### config.mk
export PLATFORM = sky130hd
export DESIGN_NAME = encoder_pipe
export DESIGN_NICKNAME = d
export VERILOG_FILES = /design/src/rtl/encoder_pkg.sv /design/src/rtl/encoder_pipe_prio_pick.sv /design/src/rtl/encoder_pipe.sv
export SDC_FILE = /design/constraint.sdc
export NUM_CORES = 1
export LEC_CHECK = 0
export CORE_MARGIN = 10
export CORE_UTILIZATION = 46
export CTS_CLUSTER_SIZE = 24
export DETAILED_ROUTE_END_ITERATION = 10
export GPL_ROUTABILITY_DRIVEN = 1
export PLACE_DENSITY = 0.77
export SYNTH_ARGS = -nofsm -noshare
export SYNTH_HDL_FRONTEND = slang
export SYNTH_HIERARCHICAL = 1
export SYNTH_SLANG_ARGS = --single-unit
### constraint.sdc
create_clock -name clk -period 1.85 [get_ports clk]
set_input_delay 0.185 -clock clk [delete_from_list [all_inputs] [get_ports clk]]
set_output_delay 0.185 -clock clk [all_outputs]
set_load 0.05 [all_outputs]
### src/rtl/encoder_pkg.sv
// Shared definitions for the registered request encoder.
package encoder_pkg;

    // Arbitration mode encoding for the rr_en input.
    localparam logic MODE_FIXED = 1'b0;
    localparam logic MODE_RR    = 1'b1;

    // Index width for n requests, never below one bit so a degenerate
    // single-input build still has a legal vector width.
    function automatic int idx_width(input int n);
        return (n <= 2) ? 1 : $clog2(n);
    endfunction

endpackage

### src/rtl/encoder_pipe_prio_pick.sv
// Combinational picker: first set bit of vec at or after start, wrapping
// from N-1 back to 0. start must be below N. idx is 0 when vec is all zero.
module prio_pick #(
    parameter int N = 4,
    parameter int W = 2
) (
    input  logic [N-1:0] vec,
    input  logic [W-1:0] start,
    output logic [W-1:0] idx,
    output logic         found
);

    logic [2*N-1:0] dbl;
    logic [2*N-1:0] shifted;
    logic [N-1:0]   rot;
    logic [W:0]     sum;

    // Rotate so start lands at bit 0, take the lowest set bit, then map
    // the offset back to an absolute index with an explicit modulo-N fold.
    always_comb begin
        dbl     = {vec, vec};
        shifted = dbl >> start;
        rot     = shifted[N-1:0];
        sum     = '0;
        for (int i = N - 1; i >= 0; i--) begin
            if (rot[i]) begin
                sum = {1'b0, start} + (W+1)'(i);
            end
        end
        if (sum >= (W+1)'(N)) begin
            sum = sum - (W+1)'(N);
        end
        found = |vec;
        idx   = sum[W-1:0];
    end

endmodule

### src/rtl/encoder_pipe.sv
// Registered N_IN-way request encoder with fixed-priority or round-robin
// arbitration, zero-hot/multi-hot flags and a saturating error counter.
// Handshake: a transfer happens on a rising edge where valid and ready are
// both high; in_ready = !out_valid || out_ready, so a held result blocks
// new input and a consumed result can be replaced in the same cycle.
module encoder_pipe
    import encoder_pkg::*;
#(
    parameter int N_IN  = 4,
    parameter int W_OUT = idx_width(N_IN),
    parameter int W_ERR = 8
) (
    input  logic              clk,
    input  logic              rst,
    input  logic [N_IN-1:0]   req_in,
    input  logic              in_valid,
    output logic              in_ready,
    input  logic              rr_en,
    output logic [W_OUT-1:0]  num,
    output logic              out_valid,
    input  logic              out_ready,
    output logic              none,
    output logic              multi,
    output logic [W_ERR-1:0]  err_cnt
);

    logic [W_OUT-1:0] ptr;
    logic [W_OUT-1:0] start;
    logic [W_OUT-1:0] pick;
    logic             found;
    logic             accept;
    logic             is_multi;
    logic             is_err;

    assign in_ready = !out_valid || out_ready;
    assign accept   = in_valid && in_ready;
    assign start    = (rr_en == MODE_RR) ? ptr : '0;
    assign is_multi = (req_in & (req_in - N_IN'(1))) != '0;
    assign is_err   = is_multi || !found;

    prio_pick #(
        .N (N_IN),
        .W (W_OUT)
    ) u_pick (
        .vec   (req_in),
        .start (start),
        .idx   (pick),
        .found (found)
    );

    // Output register stage: load on accept, drop valid on a bare consume.
    always_ff @(posedge clk) begin
        if (rst) begin
            num       <= '0;
            none      <= 1'b0;
            multi     <= 1'b0;
            out_valid <= 1'b0;
        end else if (accept) begin
            num       <= pick;
            none      <= !found;
            multi     <= is_multi;
            out_valid <= 1'b1;
        end else if (out_ready) begin
            out_valid <= 1'b0;
        end
    end

    // Round-robin pointer and saturating error count, both advanced on accept.
    always_ff @(posedge clk) begin
        if (rst) begin
            ptr     <= '0;
            err_cnt <= '0;
        end else if (accept) begin
            if (rr_en == MODE_RR && found) begin
                ptr <= (pick == W_OUT'(N_IN - 1)) ? '0 : pick + W_OUT'(1);
            end
            if (is_err && err_cnt != '1) begin
                err_cnt <= err_cnt + W_ERR'(1);
            end
        end
    end

endmodule

# Word-level counts from Yosys, hierarchy flattened
# Index checks and enable logic that the tools add are counted.
[op_classes] addsub=7 n_mul=0 div_mod_pow=0 magnitude_cmp=1 eq_ne=2 n_shift=1 n_mux=9 n_bitwise=1 n_reduce_logical=12
[op_table] op="two-way mux 3 bit" count=4
[op_table] op="adder 8 x 1 -> 8 bit (second input constant)" count=1
[op_table] op="inequality test 8 bit (second input constant)" count=1
[op_table] op=">> shifter 8 x 2 -> 4 bit" count=1
[op_table] op="adder 2 x 2 -> 3 bit (second input constant)" count=2
[op_table] op="two-way mux 2 bit" count=3
[op_table] op="AND 4 bit" count=1
[op_table] op="AND reduction 2 bit" count=2
[op_table] op="nonzero test 4 bit" count=1
[op_table] op="OR reduction 4 bit" count=1
[op_table] op="subtractor 4 x 1 -> 4 bit (second input constant)" count=1
[op_table] op="adder 2 x 1 -> 3 bit (second input constant)" count=1
[op_table] op=">= comparator 3 bit (second input constant)" count=1
[op_table] op="logical AND 1 bit" count=3
[op_table] op="adder 2 x 1 -> 2 bit (second input constant)" count=1
[op_table] op="equality test 2 bit (second input constant)" count=1
[op_table] op="zero test 1 bit" count=2
[op_table] op="logical OR 1 bit" count=2
[op_table] op="two-way mux 1 bit" count=2
[op_table] op="nonzero test 2 bit" count=1
[op_table] op="subtractor 2 x 1 -> 2 bit (second input constant)" count=1
[word_totals] regBits=15 latchBits=0 ramBits=0 romBits=0 input_bits=9 out_inout_bits=14 word_cells=39 memories=0

# Depth between registers and ports, before layout
[depth] depth_word=10 ltp_mapped=7 mapped_depth_nobuf=7

# Cells and area by module
# Netlist, hierarchy kept.
[modules_own_cells] mod="encoder_pipe" instances=1 cells_per_inst=82 area_per_inst_um2=739.5 seq_area_each_um2=300.3
[modules_own_cells] mod="prio_pick" instances=1 cells_per_inst=15 area_per_inst_um2=77.6 seq_area_each_um2=0.0

# Worst setup path after synthesis
# OpenSTA, ideal clock, no wires.
[synth_timing] path_type="reg2reg" from="register out_valid" to="register err_cnt[5]" setup_ns=0.118 arrival_time_ns=1.825 required_ns=1.732 path_slack_ns=-0.094 stages_incl_launch_ff=6 n_path_buf=0 period_less_slack_ns=1.944 cell_sequence="dfxtp_1 > nand2b_1 > nand3_2 > nor4_2 > a21o_1 > a21oi_2"
[synth_between] elab_chain_cells=4
[synth_lines] element="start, declared" line="encoder_pipe.sv:20" text="output logic out_valid,"
[synth_lines] element="start signal, assigned" line="encoder_pipe.sv:57" text="out_valid <= 1'b0;"
[synth_lines] element="start signal, assigned" line="encoder_pipe.sv:62" text="out_valid <= 1'b1;"
[synth_lines] element="start signal, assigned" line="encoder_pipe.sv:64" text="out_valid <= 1'b0;"
[synth_lines] element="zero test 1 bit" line="encoder_pipe.sv:35" text="assign in_ready = !out_valid || out_ready;"
[synth_lines] element="logical OR 1 bit" line="encoder_pipe.sv:35"
[synth_lines] element="via in_ready" line="encoder_pipe.sv:17" text="output logic in_ready,"
[synth_lines] element="logical AND 1 bit" line="encoder_pipe.sv:36" text="assign accept = in_valid && in_ready;"
[synth_lines] element="AND reduction 2 bit (no line)"
[synth_lines] element="end signal, assigned" line="encoder_pipe.sv:78" text="err_cnt <= err_cnt + W_ERR'(1);"
[synth_lines] element="end, declared" line="encoder_pipe.sv:24" text="output logic [W_ERR-1:0] err_cnt"
# The timed path passes the listed nets, and every way through them passes these cells.
# A chain may end at the register's enable or synchronous reset.

# Worst setup path after layout
[layout_timing] from="register err_cnt[2]" to="output err_cnt[2]"
# No word-level cell between the ends.

==> metrics <==
clock skew 7.21 ps; final worst setup slack between 80 and 90 ps; # diodes 0; Die Span Y around 62 um; worst endpoint data arrival time about 1600 ps; hold_buf cts 0; final net count 143; Setup Crit Path Kind reg2out; I/O pin cnt 23; Post-Synthesis Cells just under 100; Via density 5.29; Fin. Hold Viols 0; leakage 0.444 nW; first-pass GRT wire length about 3.5 mm; Post-CTS Setup Bufs 0; Syn Area/Cell 8.42 um2; DIE WIDTH ~62 um; Yosys reg bits 15; required time worst endpoint about 1700 ps; crit end category output port; Pins Over Slew Limit 0; grt total ovfl 0; Syn Std Cell Area around 800 um2; Setup-failing EPs final 0; sequential cell area fraction in the yosys report 0.368; DR vias 826; Worst Hold Class reg2reg; P&R area growth vs syn 43.3%; # port buffers 22; Remaining DRCs 0; TritonCTS clock tree done; crit path max fanout 6; CTS clk-pin slew, worst paths 90 ps; area of the core about 1700 um2; pwr dens just over 600 nW/um2; MaxCap Viol Count 0; max frequency about 0.57 GHz; row cnt 15; vias in the first global route around 750; share of cells above drive strength 1 0.176; Ys Warns 6; Crit-path slowest cell clkdlybuf4s50_1; fin crit share 0.957; status finished, final reports clean; unrepaired setup endpoints after global routing no; Synth cell types 32; H-tree depth 1; pin count of the biggest net entering global routing 10; Mapped Nets ~110; worst-path cell chain clkdlybuf4s50_1; Final Critical Period ~1800 ps; root buf cell clkbuf_4; leading area contributor after synthesis dfxtp_1; die area between 3000 and 4000 um2; Area contributors post-synth dfxtp_1 37%, a21oi_1 6.1%, nor2_1 6.0%; total track usage 0.108; final hold slack roughly 450 ps; 1st-iter DRT viols 19; initial antenna violation count 0; Worst path top cell family by delay buffers and inverters; Clock Sinks 15; setup TNS 0 ps; Worst path max stage delay 850 ps; GPL Wtd Cong 0.811; Max rail drop VDD 0.000437 V; Max clock buf depth 2; worst-skew pair later-pin latency roughly 280 ps; DRT Pass-1 Iters 4; CP startpoint kind flip-flop; Slew @ Worst Pin 510 ps; CP bufs+invs 1; WL/cell approximately 13 um; cts bufs inserted 3; starting density of the core 0.478; top-area cell type share of the netlist area 0.368; Slew HR 0.659; DP HPWL approximately 1.6 mm; Final ANT Viol Nets 0; Place WS -168 ps; drt total wl around 2.1 mm; CTS resizes 0
==> final timing paths <==
check | from | slack [ps] | cells after the start | to
max | err_cnt[2] | 80 | 1 | err_cnt[2]
min | ptr[0] | 450 | 2 | ptr[0]
min reg2reg | ptr[0] | 450 | 2 | ptr[0]
max reg2reg | ptr[0] | 200 | 7 | ptr[1]
==> registers in the layout (all words and copies together), names as in the netlist <==
name and count:
err_cnt 8, num 2, out_valid 1, none 1, multi 1, ptr 2
==> cell type report <==
class	instances	area, um2
Multi-Input combinational cell	74	488
Fill cell	142	537
Clock buffer	3	22.5
Sequential cell	15	300
Timing Repair Buffer	31	298
Inverter	7	26.3
Clock inverter	1	5.00
Tap cell	25	31.3
==> cell families after synthesis <==
family | synth area share
buf+inv | 0.0383
simple gates | 0.329
flops | 0.368
mux | 0.0245
compound gates | 0.130
fa+ha+maj | 0.0567
xor+xnor | 0.0536
==> layer usage <==
layer	vias up	global-route usage	part of all wire
met5	-	0	0
met4	0	0.0343	0.0062
met3	2	0.0412	0.058
met2	25	0.165	0.45
met1	383	0.135	0.48
li1	416	-	-
==> placed cells by master (no fill, tap or decap), types with 2 or more instances in the layout <==
master / instances
inv_1: 7
nand3_1: 6
dfxtp_1: 15
and2_1: 4
nand2b_1: 2
nor3_1: 2
clkdlybuf4s50_1: 21
a21oi_1: 10
buf_4: 9
nand4_1: 2
clkbuf_4: 3
mux2i_1: 2
xnor2_1: 5
nor2_1: 13
nor4_1: 2
nand2_1: 6
ha_1: 2
==> through the flow <==
stage / utilization / power, mW / std cells / cell area [um2]
4_1_cts: 0.686 / 0.725 / 156 / 1170
3_5_place_dp: 0.670 / 0.540 / 152 / 1140
2_1_floorplan: - / 0.458 / 97 / 820
6_report: 0.686 / 0.716 / 156 / 1170
3_3_place_gp: 0.670 / 0.535 / 152 / 1140
5_1_grt: 0.686 / 0.763 / 156 / 1170
==> cell usage after synthesis <==
| library cell | instances |
|---|---|
| nand3_2 | 1 |
| dfxtp_1 | 15 |
| nand2b_1 | 3 |
| nand4_1 | 2 |
| a211oi_1 | 1 |
| or4b_1 | 1 |
| ha_1 | 2 |
| a21oi_1 | 10 |
| inv_1 | 7 |
| nor4b_2 | 1 |
| nor3_1 | 2 |
| a221o_1 | 1 |
| nand3_1 | 6 |
| nor3_2 | 1 |
| or3_1 | 1 |
| nor2_1 | 13 |
| nor3b_4 | 1 |
| maj3_1 | 1 |
| and2_1 | 4 |
| maj3_2 | 1 |
| a21o_1 | 1 |
| xnor2_1 | 5 |
| a21oi_2 | 1 |
| o221ai_1 | 1 |
| mux2i_1 | 2 |
| nand2_1 | 6 |
| nor4_2 | 1 |
| a31o_1 | 1 |
| nor2_2 | 1 |
| nor4_1 | 2 |
| buf_2 | 1 |
| o21ai_1 | 1 |
==> power breakdown <==
part	internal [mW]	total, mW	switching [mW]
Clock	0.0801	0.184	0.103
Sequential	0.336	0.346	0.00952
Combinational	0.0805	0.187	0.106
Total	0.497	0.716	0.219
(Power assumes the default switching activity.)
